`src/rtl/trigonometry.sv`:
```
`default_nettype none
// +--------------------------------------------------------------------------+
// | trigonometry : registered sin/cos of a 32-bit binary angle, scale 1024,   |
// |                65-entry quarter-wave table. TRIG_ROUND_EN: round angle.   |
// | Rev 1.0                                                                   |
// +--------------------------------------------------------------------------+
module trigonometry (
  input  logic               i_clock,
  input  logic               i_RESET,
  input  logic signed [31:0] i_theta,
  output logic signed [31:0] o_cos,
  output logic signed [31:0] o_sin
);

  localparam logic signed [31:0] c_ONE = 32'sd1024;

  logic [7:0]         w_top;
  logic               w_unused;
  logic [1:0]         w_quad;
  logic [5:0]         w_idx;
  logic [10:0]        w_t_i;
  logic [10:0]        w_t_c;
  logic signed [31:0] w_pi;
  logic signed [31:0] w_pc;
  logic signed [31:0] w_ni;
  logic signed [31:0] w_nc;
  logic signed [31:0] w_sin;
  logic signed [31:0] w_cos;
  logic signed [31:0] r_sin;
  logic signed [31:0] r_cos;

  function automatic logic [10:0] f_tbl(input logic [6:0] k);
    case (k)
      7'd0:  f_tbl = 11'd0;    7'd1:  f_tbl = 11'd25;   7'd2:  f_tbl = 11'd50;
      7'd3:  f_tbl = 11'd75;   7'd4:  f_tbl = 11'd100;  7'd5:  f_tbl = 11'd125;
      7'd6:  f_tbl = 11'd150;  7'd7:  f_tbl = 11'd175;  7'd8:  f_tbl = 11'd200;
      7'd9:  f_tbl = 11'd224;  7'd10: f_tbl = 11'd249;  7'd11: f_tbl = 11'd273;
      7'd12: f_tbl = 11'd297;  7'd13: f_tbl = 11'd321;  7'd14: f_tbl = 11'd345;
      7'd15: f_tbl = 11'd369;  7'd16: f_tbl = 11'd392;  7'd17: f_tbl = 11'd415;
      7'd18: f_tbl = 11'd438;  7'd19: f_tbl = 11'd460;  7'd20: f_tbl = 11'd483;
      7'd21: f_tbl = 11'd505;  7'd22: f_tbl = 11'd526;  7'd23: f_tbl = 11'd548;
      7'd24: f_tbl = 11'd569;  7'd25: f_tbl = 11'd590;  7'd26: f_tbl = 11'd610;
      7'd27: f_tbl = 11'd630;  7'd28: f_tbl = 11'd650;  7'd29: f_tbl = 11'd669;
      7'd30: f_tbl = 11'd688;  7'd31: f_tbl = 11'd706;  7'd32: f_tbl = 11'd724;
      7'd33: f_tbl = 11'd742;  7'd34: f_tbl = 11'd759;  7'd35: f_tbl = 11'd775;
      7'd36: f_tbl = 11'd792;  7'd37: f_tbl = 11'd807;  7'd38: f_tbl = 11'd822;
      7'd39: f_tbl = 11'd837;  7'd40: f_tbl = 11'd851;  7'd41: f_tbl = 11'd865;
      7'd42: f_tbl = 11'd878;  7'd43: f_tbl = 11'd891;  7'd44: f_tbl = 11'd903;
      7'd45: f_tbl = 11'd915;  7'd46: f_tbl = 11'd926;  7'd47: f_tbl = 11'd936;
      7'd48: f_tbl = 11'd946;  7'd49: f_tbl = 11'd955;  7'd50: f_tbl = 11'd964;
      7'd51: f_tbl = 11'd972;  7'd52: f_tbl = 11'd980;  7'd53: f_tbl = 11'd987;
      7'd54: f_tbl = 11'd993;  7'd55: f_tbl = 11'd999;  7'd56: f_tbl = 11'd1004;
      7'd57: f_tbl = 11'd1009; 7'd58: f_tbl = 11'd1013; 7'd59: f_tbl = 11'd1016;
      7'd60: f_tbl = 11'd1019; 7'd61: f_tbl = 11'd1021; 7'd62: f_tbl = 11'd1023;
      7'd63: f_tbl = 11'd1024; 7'd64: f_tbl = 11'd1024;
      default: f_tbl = 11'd0;
    endcase
  endfunction

  // Only the top byte of the effective angle matters; rounding adds bit 23 into it.
`ifdef TRIG_ROUND_EN
  assign w_top    = i_theta[31:24] + {7'd0, i_theta[23]};
  assign w_unused = ^i_theta[22:0];
`else
  assign w_top    = i_theta[31:24];
  assign w_unused = ^i_theta[23:0];
`endif

  assign w_quad = w_top[7:6];
  assign w_idx  = w_top[5:0];
  assign w_t_i  = f_tbl({1'b0, w_idx});
  assign w_t_c  = f_tbl(7'd64 - {1'b0, w_idx});
  assign w_pi   = {21'd0, w_t_i};
  assign w_pc   = {21'd0, w_t_c};
  assign w_ni   = -w_pi;
  assign w_nc   = -w_pc;

  always_comb begin
    w_sin = w_pi;
    w_cos = w_pc;
    case (w_quad)
      2'd0: begin w_sin = w_pi; w_cos = w_pc; end
      2'd1: begin w_sin = w_pc; w_cos = w_ni; end
      2'd2: begin w_sin = w_ni; w_cos = w_nc; end
      2'd3: begin w_sin = w_nc; w_cos = w_pi; end
      default: begin w_sin = w_pi; w_cos = w_pc; end
    endcase
  end

  always_ff @(posedge i_clock) begin
    if (!i_RESET) begin
      r_sin <= '0;
      r_cos <= c_ONE;
    end else begin
      r_sin <= w_sin;
      r_cos <= w_cos;
    end
  end

  assign o_sin = r_sin;
  assign o_cos = r_cos;

endmodule
`default_nettype wire

```
`config.mk`:
```
export PLATFORM = sky130hd
export DESIGN_NAME = trigonometry
export DESIGN_NICKNAME = d
export VERILOG_FILES = /design/src/rtl/trigonometry.sv
export SDC_FILE = /design/constraint.sdc
export NUM_CORES = 1
export LEC_CHECK = 0
export CAP_MARGIN = 20
export CORE_ASPECT_RATIO = 0.75
export CORE_MARGIN = 2
export CORE_UTILIZATION = 58
export DETAILED_ROUTE_END_ITERATION = 7
export GPL_TIMING_DRIVEN = 0
export PLACE_DENSITY = 0.88
export SETUP_SLACK_MARGIN = 0.05
export SLEW_MARGIN = 20
export SYNTH_ARGS = -nofsm -noshare
export SYNTH_HDL_FRONTEND = slang
export SYNTH_SLANG_ARGS = --single-unit
```
`constraint.sdc`:
```
create_clock -name i_clock -period 15.9 [get_ports i_clock]
set_input_delay 3.18 -clock i_clock [delete_from_list [all_inputs] [get_ports i_clock]]
set_output_delay 3.18 -clock i_clock [all_outputs]
set_load 0.05 [all_outputs]
```
After elaboration in Yosys (flattened, before gate mapping)
Memories as Yosys holds them, arrays and structs flattened.
Index checks and enable logic that the tools add are counted.
- register bits: 64
- bits in latches: 0
- RAM bits: 0
- memory bits (read-only): 2112
- input port bits: 34
- output and inout bits: 64
- word-level logic and storage cells: 13
- memories kept: 2
- add/sub/neg operators: 3
- multipliers: 0
- divide/modulo/power cells: 0
- magnitude comparators: 0
- equal/unequal tests: 3
- shift operators: 0
- multiplexer cells: 2
- bitwise logic cells: 0
- reductions and logical operators: 1
- memory list (name ; depth ; width ; rd ports ; clocked after Yosys merged registers in ; wr ports ; RTL line ; source):
    (no name shown) ; 128 ; 11 ; 1 ; 0 ; 0 ; 33 ; case (k)
    (no name shown) ; 64 ; 11 ; 1 ; 0 ; 0 ; 33 ;
- operators by type and width (kind ; count):
    32-bit case mux with 4 select lines ; 2
    11-bit negation with 32-bit output ; 2
    7-bit by 6-bit subtractor with 7-bit output, first input constant ; 1
    2-bit == test, second input constant ; 2
    2-bit by 1-bit == test with 1-bit output, second input constant ; 1
    2-bit logical NOT ; 1

Longest topological paths before layout
Gate-level depths: netlist (run 1).
An unclocked memory read counts as a cell.
- depth in word-level cells: 4
- depth in mapped cells: 20
- mapped depth without buffers: 16

Worst setup path before layout (run 1)
OpenSTA, ideal clock, no wires.
- path type: input to register
- from: in i_theta[25]
- to: reg r_sin[10], in the netlist o_sin[10]
- arrival: 7358 ps
- required time: 15785 ps
- setup slack: 8427 ps
- stages: 19
- buffers on the path: 5
- cell sequence: clkbuf_1 > inv_1 > ha_1 > ha_1 > buf_2 > clkbuf_1 > clkbuf_1 > a222oi_1 > a311oi_1 > a211o_1 > o311a_1 > ha_1 > nand4_4 > or2_1 > buf_2 > nor3_1 > ha_1 > mux4_2 > and2_1
- longest elaborated chain between the ends: 4
- elaborated cells on any way between the ends: 6
- those cells by class: 3 x add/sub; 1 x mux; 2 x memory
- RTL lines (element ; RTL line ; source):
    start: declaration ; 10 ; input logic signed [31:0] i_theta,
    7-bit by 6-bit subtractor with 7-bit output ; 72 ; assign w_t_c = f_tbl(7'd64 - {1'b0, w_idx});
    memory read 128 x 11 bit ; -- ;
    11-bit negation with 32-bit output ; 76 ; assign w_nc = -w_pc;
    32-bit case mux with 4 select lines (*) ; 81 ; case (w_quad)
    end signal: assignment ; 95 ; r_sin <= w_sin;
    end: declaration ; 29 ; logic signed [31:0] r_sin;
Every way passes the cells marked *; elsewhere a longest branch is shown, timed or not.
A chain may end at the register's enable or synchronous reset.

Worst setup path in the final report (run 1)
- from: in i_theta[24]
- to: reg r_sin[10], in the netlist o_sin[10]
The elaborated chain is that of the path after synthesis.

==> results.txt, run 1 <==
----------------------------------------------------
[Critical path]
  Cell family contributing the most delay on the critical path ... buffers and inverters
  Critical path fanouts, max ... 10
  Data required, critical path ... about 16 ns
  CP arrival ... 9.55 ns
  Worst Path Class, Setup ... input port to flip-flop
  Slowest-stage cell, CP ... sky130_fd_sc_hd__clkdlybuf4s50_1
  Cell-by-cell trace of the critical path ... clkdlybuf4s50_1 > buf_2 > inv_1 > ha_1 > ha_1 > buf_2 > clkbuf_1 > clkbuf_1 > a222oi_1 > a311oi_1 > a211o_1 > o311a_1 > ha_1 > nand4_4 > or2_1 > buf_2 > nor3_1 > ha_1 > mux4_2 > and2_1
  Type of destination of the critical path ... flip-flop
  Delay contributed by the slowest stage of the critical path ... 0.80 ns
  Sort of element at the start of the critical path ... input port
  Buffers plus inverters on the worst setup path ... 7
  Most Frequent Cell on Critical Path ... sky130_fd_sc_hd__ha_1

[Synthesis]
  Synth cell count leaders ... sky130_fd_sc_hd__a21oi_1, sky130_fd_sc_hd__nand2_1, sky130_fd_sc_hd__nor2_1
  Multiplexer share of the synthesized area ... under 10%
  Largest family of logic cells by synthesized area ... compound AO/OA/AOI/OAI gates
  Portion of synthesized cell area occupied by the leading cell type ... around 17%
  Sequential share of the synthesized area ... around 17%
  Mean post-synth cell area ... ~7.8 sq um
  Unique masters post-synth ... 90
  Xor and xnor area share after synthesis ... 2.52%
  Asr flop ratio synth ... 0%
  Number of synthesized register bits ... 42
  Number of nets produced by synthesis ... about 700
  Leading area contributor after synthesis ... sky130_fd_sc_hd__dfxtp_1
  Most area-consuming cells after synthesis ... sky130_fd_sc_hd__dfxtp_1, sky130_fd_sc_hd__ha_1, sky130_fd_sc_hd__a21oi_1
  Number of synthesized flops with an enable pin ... 0
  Cell area after synthesis ... ~5000 sq um
  Most frequent cell after synthesis ... sky130_fd_sc_hd__a21oi_1
  Synthesized-area fraction occupied by and/or/nand/nor cells ... between 20% and 30%
  Synthesis warning total ... 0
  Most common flop cell mapped by yosys ... sky130_fd_sc_hd__dfxtp_1
  Compound-cell area share of the yosys netlist ... 32.7%
  Synth Instances ... ~630
  Adder-cell area share of the yosys netlist ... around 6.1%

[Power]
  Power density of the placed cells ... ~80 nW/um^2
  Leakage dissipation ... between 2 and 2.5 nW
  Largest voltage drop on the vdd net ... ~0.062 mV

[Worst hold path]
  Worst-case hold path end point ... o_sin[6]$_SDFF_PN0_
  Hold/Removal Path Class ... input port to flip-flop
  Startpoint of the most critical hold path ... i_theta[30]
  Number of cells traversed by the worst hold path ... 3

[Clocking]
  Clock transition at path regs ... roughly 0.060 ns
  Count of cells resized by post-cts repair ... 0
  Clk Tree Root Cell ... sky130_fd_sc_hd__clkbuf_16
  Maximum clock insertion buffer count ... 2
  Sinks on Clock Net ... 42
  H-tree levels ... 2
  Number of clock buffers inserted by TritonCTS ... 5
  Setup fix buffers added after clock tree synthesis ... 0
  Number of buffers inserted for hold repair after clock tree synthesis ... 0
  CTS tree ... yes

[Detailed routing]
  Drt pass-1 iters ... 7
  Residual DRC ... 0
  Wire length reported by the detailed router ... about 18,000 microns
  Post-DR vias/cell ... between 7 and 8
  Drt first-iter violations ... 958
  Detailed-route via count ... 5,790
  Remaining antenna violation count ... 0
  Average wire per cell in the routed design ... 22.6 microns

[Die]
  Boundary Pins ... 98
  Starting utilization of the core area ... between 50% and 60%
  Die H ... between 80 and 90 microns
  Die area ... slightly above 9000 sq um
  Die width ... ~110 microns
  Number of cell rows ... 29
  Core area ... about 8300 sq um

[Timing]
  RSZ-0062 raised after global routing ... no
  Worst slew slack as a fraction of its limit ... roughly 38%
  Least-Margin Pin Slew ... slightly above 0.9 ns
  Number of setup violations in the final report ... 0
  Achievable Freq ... ~110 MHz
  Share of the cycle needed by the critical path after routing ... roughly three fifths
  Sum of negative setup slack ... 0 ns
  Clock period minus final worst setup slack ... about 9.4 ns
  Final Hold Fails ... 0
  Final count of pins violating max slew ... 0

[Run]
  Number of max-capacitance violations reported ... 0

[Final layout]
  Post-layout net count ... approximately 770
  Summed area of non-filler cells in the final layout ... slightly below 6000 sq um
  Antenna diode instance count ... 0
  Area growth, synth to finish ... 20.1%
  Fraction of the core area covered by cells at the end of the flow ... approximately 70%
  Number of standard cells in the final layout excluding fillers ... 818
  Share of cells above drive strength 1 ... 13.2%

[Global route]
  Total routing usage reported by global routing ... 39.6%
  Via count of the first global-routing pass ... 5,197
  Largest net degree at the start of global routing ... 15
  Overall overflow remaining after global route ... 0
  Antenna violations before repair ... 0
  Global-route wire length before repair ... roughly 28,000 microns

[Outcome]
  Run status ... finished clean

[Placed design]
  Hpwl dp ... approximately 14,000 microns
  Cell count after placement ... 810
  Number of buffers added on ports ... 70
  Final RePlAce weighted congestion ... 1.03
  Post-detailed-placement cell area ... around 5800 sq um

----------------------------------------------------
-- cell usage in the layout, fill, tap and decap left out, types with 5 or more instances in the layout --
cell / n
sky130_fd_sc_hd__clkdlybuf4s50_1: 70
sky130_fd_sc_hd__a21oi_1: 49
sky130_fd_sc_hd__nand2_1: 46
sky130_fd_sc_hd__nor2_1: 44
sky130_fd_sc_hd__dfxtp_1: 42
sky130_fd_sc_hd__o21ai_0: 33
sky130_fd_sc_hd__clkbuf_1: 31
sky130_fd_sc_hd__buf_4: 24
sky130_fd_sc_hd__ha_1: 24
sky130_fd_sc_hd__a211oi_1: 23
sky130_fd_sc_hd__inv_1: 20
sky130_fd_sc_hd__nor3_1: 19
sky130_fd_sc_hd__buf_2: 16
sky130_fd_sc_hd__mux2i_1: 16
sky130_fd_sc_hd__o211ai_1: 16
sky130_fd_sc_hd__nand2b_1: 16
sky130_fd_sc_hd__o22ai_1: 14
sky130_fd_sc_hd__nor2b_1: 13
sky130_fd_sc_hd__and2_1: 10
sky130_fd_sc_hd__nand3_1: 9
sky130_fd_sc_hd__and3_1: 9
sky130_fd_sc_hd__a31oi_1: 8
sky130_fd_sc_hd__buf_6: 7
sky130_fd_sc_hd__mux4_2: 7
sky130_fd_sc_hd__nor4_1: 6
sky130_fd_sc_hd__o31ai_1: 6
sky130_fd_sc_hd__or3_1: 5
sky130_fd_sc_hd__a211o_1: 5
sky130_fd_sc_hd__a221oi_1: 5
sky130_fd_sc_hd__clkbuf_16: 5
-- report_power, final --
group          internal (mW)  switching (mW)  total, mW  leakage (nW)
Clock                 0.0581          0.0427      0.101        0.0740
Combinational         0.0844           0.162      0.247          1.88
Sequential             0.115         0.00333      0.118         0.350
Total                  0.258           0.208      0.466          2.30
-- through the flow --
stage | setup WS [ns] | hold WS [ns] | power (mW)
3_3_place_gp | 6.61 | 3.87 | 0.353
2_1_floorplan | 8.43 | 3.41 | 0.290
4_1_cts | 6.84 | 3.57 | 0.456
6_report | 6.54 | 3.61 | 0.466
3_5_place_dp | 6.57 | 3.87 | 0.357
5_1_grt | 6.34 | 3.67 | 0.481
-- how the worst max path moves through the flow --
| stage | start | end | slack [ns] | cells past startpoint |
|---|---|---|---|---|
| global route | i_theta[24] | o_cos[10]$_SDFF_PN1_ | 6.34 | 20 |
| CTS | i_theta[24] | o_sin[10]$_SDFF_PN0_ | 6.84 | 20 |
| global placement | i_theta[24] | o_cos[10]$_SDFF_PN1_ | 6.61 | 20 |
| floorplan | i_theta[25] | o_sin[10]$_SDFF_PN0_ | 8.43 | 19 |
| finish | i_theta[24] | o_sin[10]$_SDFF_PN0_ | 6.54 | 20 |
| detailed placement | i_theta[24] | o_sin[10]$_SDFF_PN0_ | 6.57 | 20 |
-- cell type report --
class,instances,area (sq um)
sequential,42,841
clock buffer,5,125
timing repair buffer,70,701
buffer,79,459
clock inverter,3,18.8
multi-input combinational,488,3530
inverter,23,88.8
tap,108,135
fill,667,2450
-- routing by layer --
metal	routed length [microns]	share of wire, %	up-vias	GRT usage, %
met5	28	0.15	-	2.98
met4	311	1.7	2	7.39
met3	3050	17	48	15.8
met2	7450	40	544	53.5
met1	7620	41	2686	58.8
li1	-	-	2510	-
-- registers in the layout, summed over array words and instances, names as in the netlist --
name,flops
o_sin,21
o_cos,21
-- logic make-up after synthesis --
kind of cell               after synthesis
AOI/OAI and AO/OA                      222
and+or+nand+nor                        207
buffers and inverters                  102
DFF                                     42
muxes                                   26
adders and majority gates               24
xor gates and xnor gates                 9
-- worst min-delay path, cell delays in order --
cell and delay [ns]:
sky130_fd_sc_hd__clkbuf_1 0.23, sky130_fd_sc_hd__and2_1 0.30, sky130_fd_sc_hd__a21oi_1 0.15
Note: power is estimated with default switching activity, not from simulation.
==> inputs of run 2 (changes only) <==
--- a/config.mk
+++ b/config.mk
@@ -8,10 +8,10 @@
 export CAP_MARGIN = 20
 export CORE_ASPECT_RATIO = 0.75
 export CORE_MARGIN = 2
-export CORE_UTILIZATION = 58
+export CORE_UTILIZATION = 54
 export DETAILED_ROUTE_END_ITERATION = 7
 export GPL_TIMING_DRIVEN = 0
-export PLACE_DENSITY = 0.88
+export PLACE_DENSITY = 0.83
 export SETUP_SLACK_MARGIN = 0.05
 export SLEW_MARGIN = 20
 export SYNTH_ARGS = -nofsm -noshare
==> constraint.sdc (replaced) <==
create_clock -name i_clock -period 9.4 [get_ports i_clock]
set_input_delay 1.88 -clock i_clock [delete_from_list [all_inputs] [get_ports i_clock]]
set_output_delay 1.88 -clock i_clock [all_outputs]
set_load 0.05 [all_outputs]
==> run 2 against run 1 <==
Sequential cell count unchanged; design area increased by 0.51%; hold slack got worse by 1.4 ns; total power increased by 75%; sequential power increased by 70%; setup slack got worse by 5.0 ns; utilization decreased by 4.3 points; clock power increased by 96%; critical path type unchanged; critical endpoint unchanged.
==> results.txt, run 2 (synthesis results as in run 1) <==
----------------------------------------------------
[Outcome]
  Run status ... finished clean

[Detailed routing]
  Post-DR vias/cell ... 6.99 (-1.2%)
  Remaining antenna violation count ... 0 (unchanged)
  Drt pass-1 iters ... 5 (-2)
  Wire length reported by the detailed router ... 18,700 microns (+1.1%)
  Drt first-iter violations ... 836 (-13%)
  Detailed-route via count ... 5,747 (-0.74%)
  Average wire per cell in the routed design ... 22.7 microns (+0.62%)
  Residual DRC ... 0 (unchanged)

[Global route]
  Largest net degree at the start of global routing ... 15 (unchanged)
  Antenna violations before repair ... 0 (unchanged)
  Via count of the first global-routing pass ... 5,103 (-1.8%)
  Met2 usage in global routing ... 50.6% (-2.9 points)
  Busiest layer in global routing ... met1
  Grt met3 use ... 15.6% (-0.25 points)
  Met1 capacity usage during global routing ... 56.0% (-2.7 points)
  Overall overflow remaining after global route ... 0 (unchanged)
  Global-route wire length before repair ... 28,700 microns (+1.2%)
  Total routing usage reported by global routing ... 37.4% (-2.2 points)

[Timing]
  Number of setup violations in the final report ... 0 (unchanged)
  Worst slew slack as a fraction of its limit ... 32.8% (-5.1 points)
  Achievable Freq ... between 100 and 150 MHz
  Final count of pins violating max slew ... 0 (unchanged)
  RSZ-0062 raised after global routing ... no
  Final Hold Fails ... 0 (unchanged)
  Share of the cycle needed by the critical path after routing ... approximately 83%
  Clock period minus final worst setup slack ... approximately 8 ns
  Sum of negative setup slack ... 0 ns (unchanged)
  Least-Margin Pin Slew ... 0.997 ns (+0.0754 ns)

[Final layout]
  Most common cell after layout, fill and taps aside ... sky130_fd_sc_hd__clkdlybuf4s50_1
  Area growth, synth to finish ... 20.7%
  Fraction of the core area covered by cells at the end of the flow ... 66.3% (-4.3 points)
  Summed area of non-filler cells in the final layout ... 5920 sq um (+0.51%)
  Antenna diode instance count ... 0 (unchanged)
  Share of cells above drive strength 1 ... 13.2% (unchanged)
  Number of standard cells in the final layout excluding fillers ... 822 (+0.49%)
  Top library cells by usage in the layout, fill and taps aside ... sky130_fd_sc_hd__clkdlybuf4s50_1, sky130_fd_sc_hd__a21oi_1, sky130_fd_sc_hd__nand2_1, sky130_fd_sc_hd__nor2_1, sky130_fd_sc_hd__dfxtp_1
  Post-layout net count ... 767 (unchanged)

[Critical path]
  Type of destination of the critical path ... flip-flop
  Sort of element at the start of the critical path ... input port
  Cell family contributing the most delay on the critical path ... buffers and inverters
  Most Frequent Cell on Critical Path ... sky130_fd_sc_hd__ha_1
  Critical path fanouts, max ... 10 (unchanged)
  Worst Path Class, Setup ... input port to flip-flop
  CP arrival ... 8.00 ns (-1.55 ns)
  Slowest-stage cell, CP ... sky130_fd_sc_hd__clkdlybuf4s50_1
  Buffers plus inverters on the worst setup path ... 7 (unchanged)
  Data required, critical path ... 9.58 ns (-6.51 ns)
  Delay contributed by the slowest stage of the critical path ... 0.65 ns (-0.15 ns)
  Cell-by-cell trace of the critical path ... clkdlybuf4s50_1 > clkbuf_1 > inv_1 > ha_1 > ha_1 > buf_2 > clkbuf_1 > clkbuf_1 > a222oi_1 > a311oi_1 > a211o_1 > o311a_1 > ha_1 > nand4_4 > or2_1 > buf_2 > nor3_1 > ha_1 > mux4_2 > and2_1

[Clocking]
  Setup fix buffers added after clock tree synthesis ... 0 (unchanged)
  Sinks on Clock Net ... 42 (unchanged)
  CTS tree ... yes
  H-tree levels ... 2 (unchanged)
  Maximum clock insertion buffer count ... 2 (unchanged)
  Clock transition at path regs ... 0.06 ns (about the same)
  Count of cells resized by post-cts repair ... 0 (unchanged)
  Number of buffers inserted for hold repair after clock tree synthesis ... 0 (unchanged)
  Number of clock buffers inserted by TritonCTS ... 5 (unchanged)
  Clk Tree Root Cell ... sky130_fd_sc_hd__clkbuf_16

[Power]
  Leakage dissipation ... 2.32 nW (+0.44%)
  Cell-internal power ... 463 uW (+80%)
  Largest voltage drop on the vdd net ... 0.0783 mV (+25%)
  Switching share of power ... 43.2% (-1.5 points)
  Logic pwr share ... 51.1% (-1.8 points)
  Power density of the placed cells ... 138 nW/um^2 (+74%)
  Clk network pwr share ... 24.3% (+2.7 points)
  Total Power Consumption ... 816 uW (+75%)
  Sequential power share ... 24.6% (-0.8 points)
  Switching Power ... 352 uW (+69%)

[Placed design]
  Number of buffers added on ports ... 70 (unchanged)
  Cell count after placement ... 814 (+0.49%)
  Hpwl dp ... 14,500 microns (+4.9%)
  Post-detailed-placement cell area ... 5760 sq um (about the same)
  Final RePlAce weighted congestion ... 1.09 (+6.0%)

[Die]
  Die width ... 114 microns (+3.5%)
  Number of cell rows ... 30 (+3.4%)
  Die area ... 9880 sq um (+7.1%)
  Die H ... 86.6 microns (+3.5%)
  Core area ... 8930 sq um (+7.0%)
  Boundary Pins ... 98 (unchanged)
  Starting utilization of the core area ... 54.9% (-3.9 points)

[Run]
  Number of max-capacitance violations reported ... 0 (unchanged)

[Worst hold path]
  Worst-case hold path end point ... o_sin[6]$_SDFF_PN0_
  Number of cells traversed by the worst hold path ... 3 (unchanged)
  Startpoint of the most critical hold path ... i_theta[31]
  Hold/Removal Path Class ... input port to flip-flop

----------------------------------------------------
## run 2: worst max-delay path by stage
stage           startpoint              endpoint  slack (ns)  cells after the start
2_1_floorplan  i_theta[25]  o_sin[10]$_SDFF_PN0_        3.23                     19
3_3_place_gp   i_theta[25]  o_cos[10]$_SDFF_PN1_        1.60                     20
3_5_place_dp   i_theta[25]  o_cos[10]$_SDFF_PN1_        1.54                     20
4_1_cts        i_theta[25]  o_cos[10]$_SDFF_PN1_        1.78                     20
5_1_grt        i_theta[25]  o_cos[10]$_SDFF_PN1_        1.23                     20
6_report       i_theta[25]  o_sin[10]$_SDFF_PN0_        1.58                     20
## run 2: routing by layer
layer | part of all wire [%] | wire, microns
met1 | 44 | 8160
met2 | 40 | 7380
met3 | 16 | 2920
met4 | 1.1 | 212
met5 | 0 | 0
## run 2: power by group through the flow
stage	Clock, mW	Combinational [mW]	Sequential [mW]
floorplan	0	0.227	0.263
global placement	0	0.395	0.204
detailed placement	0	0.402	0.205
CTS	0.198	0.403	0.201
global route	0.207	0.437	0.202
finish	0.198	0.417	0.201
## run 2: layout make-up
type	count	area, sq um
plain buffers	79	459
clock buffers	5	125
clock inverters	3	43.8
fillers	811	3010
inverters	23	88.8
multi-input cells	488	3530
flip-flops and latches	42	841
well taps	112	140
repair buffers	70	701
## run 2: per-stage QoR
stage / setup WS, ns / hold slack (ns)
final: 1.58 / 2.26
after global routing: 1.23 / 2.32
after CTS: 1.78 / 2.26
after detailed placement: 1.54 / 2.54
after global placement: 1.60 / 2.55
after floorplan: 3.23 / 2.11
## run 2: worst min-delay path: stages
cell	delay (ns)
sky130_fd_sc_hd__clkbuf_1	0.22
sky130_fd_sc_hd__and2_1	0.26
sky130_fd_sc_hd__a21oi_1	0.14
==> inputs of run 3 (changes only) <==
==> constraint.sdc (replaced) <==
create_clock -name i_clock -period 7.95 [get_ports i_clock]
set_input_delay 1.59 -clock i_clock [delete_from_list [all_inputs] [get_ports i_clock]]
set_output_delay 1.59 -clock i_clock [all_outputs]
set_load 0.05 [all_outputs]
==> results of run 3 <==
The final DEF is identical to that of run 2. Status: finished clean.
Among the figures that moved: setup slack after placement 1.54 ns -> 0.376 ns; setup slack after layout 1.58 ns -> 0.425 ns; hold slack 2.26 ns -> 1.97 ns; total power 0.816 mW -> 0.965 mW; worst IR drop on VDD 0.0783 mV -> 0.0926 mV
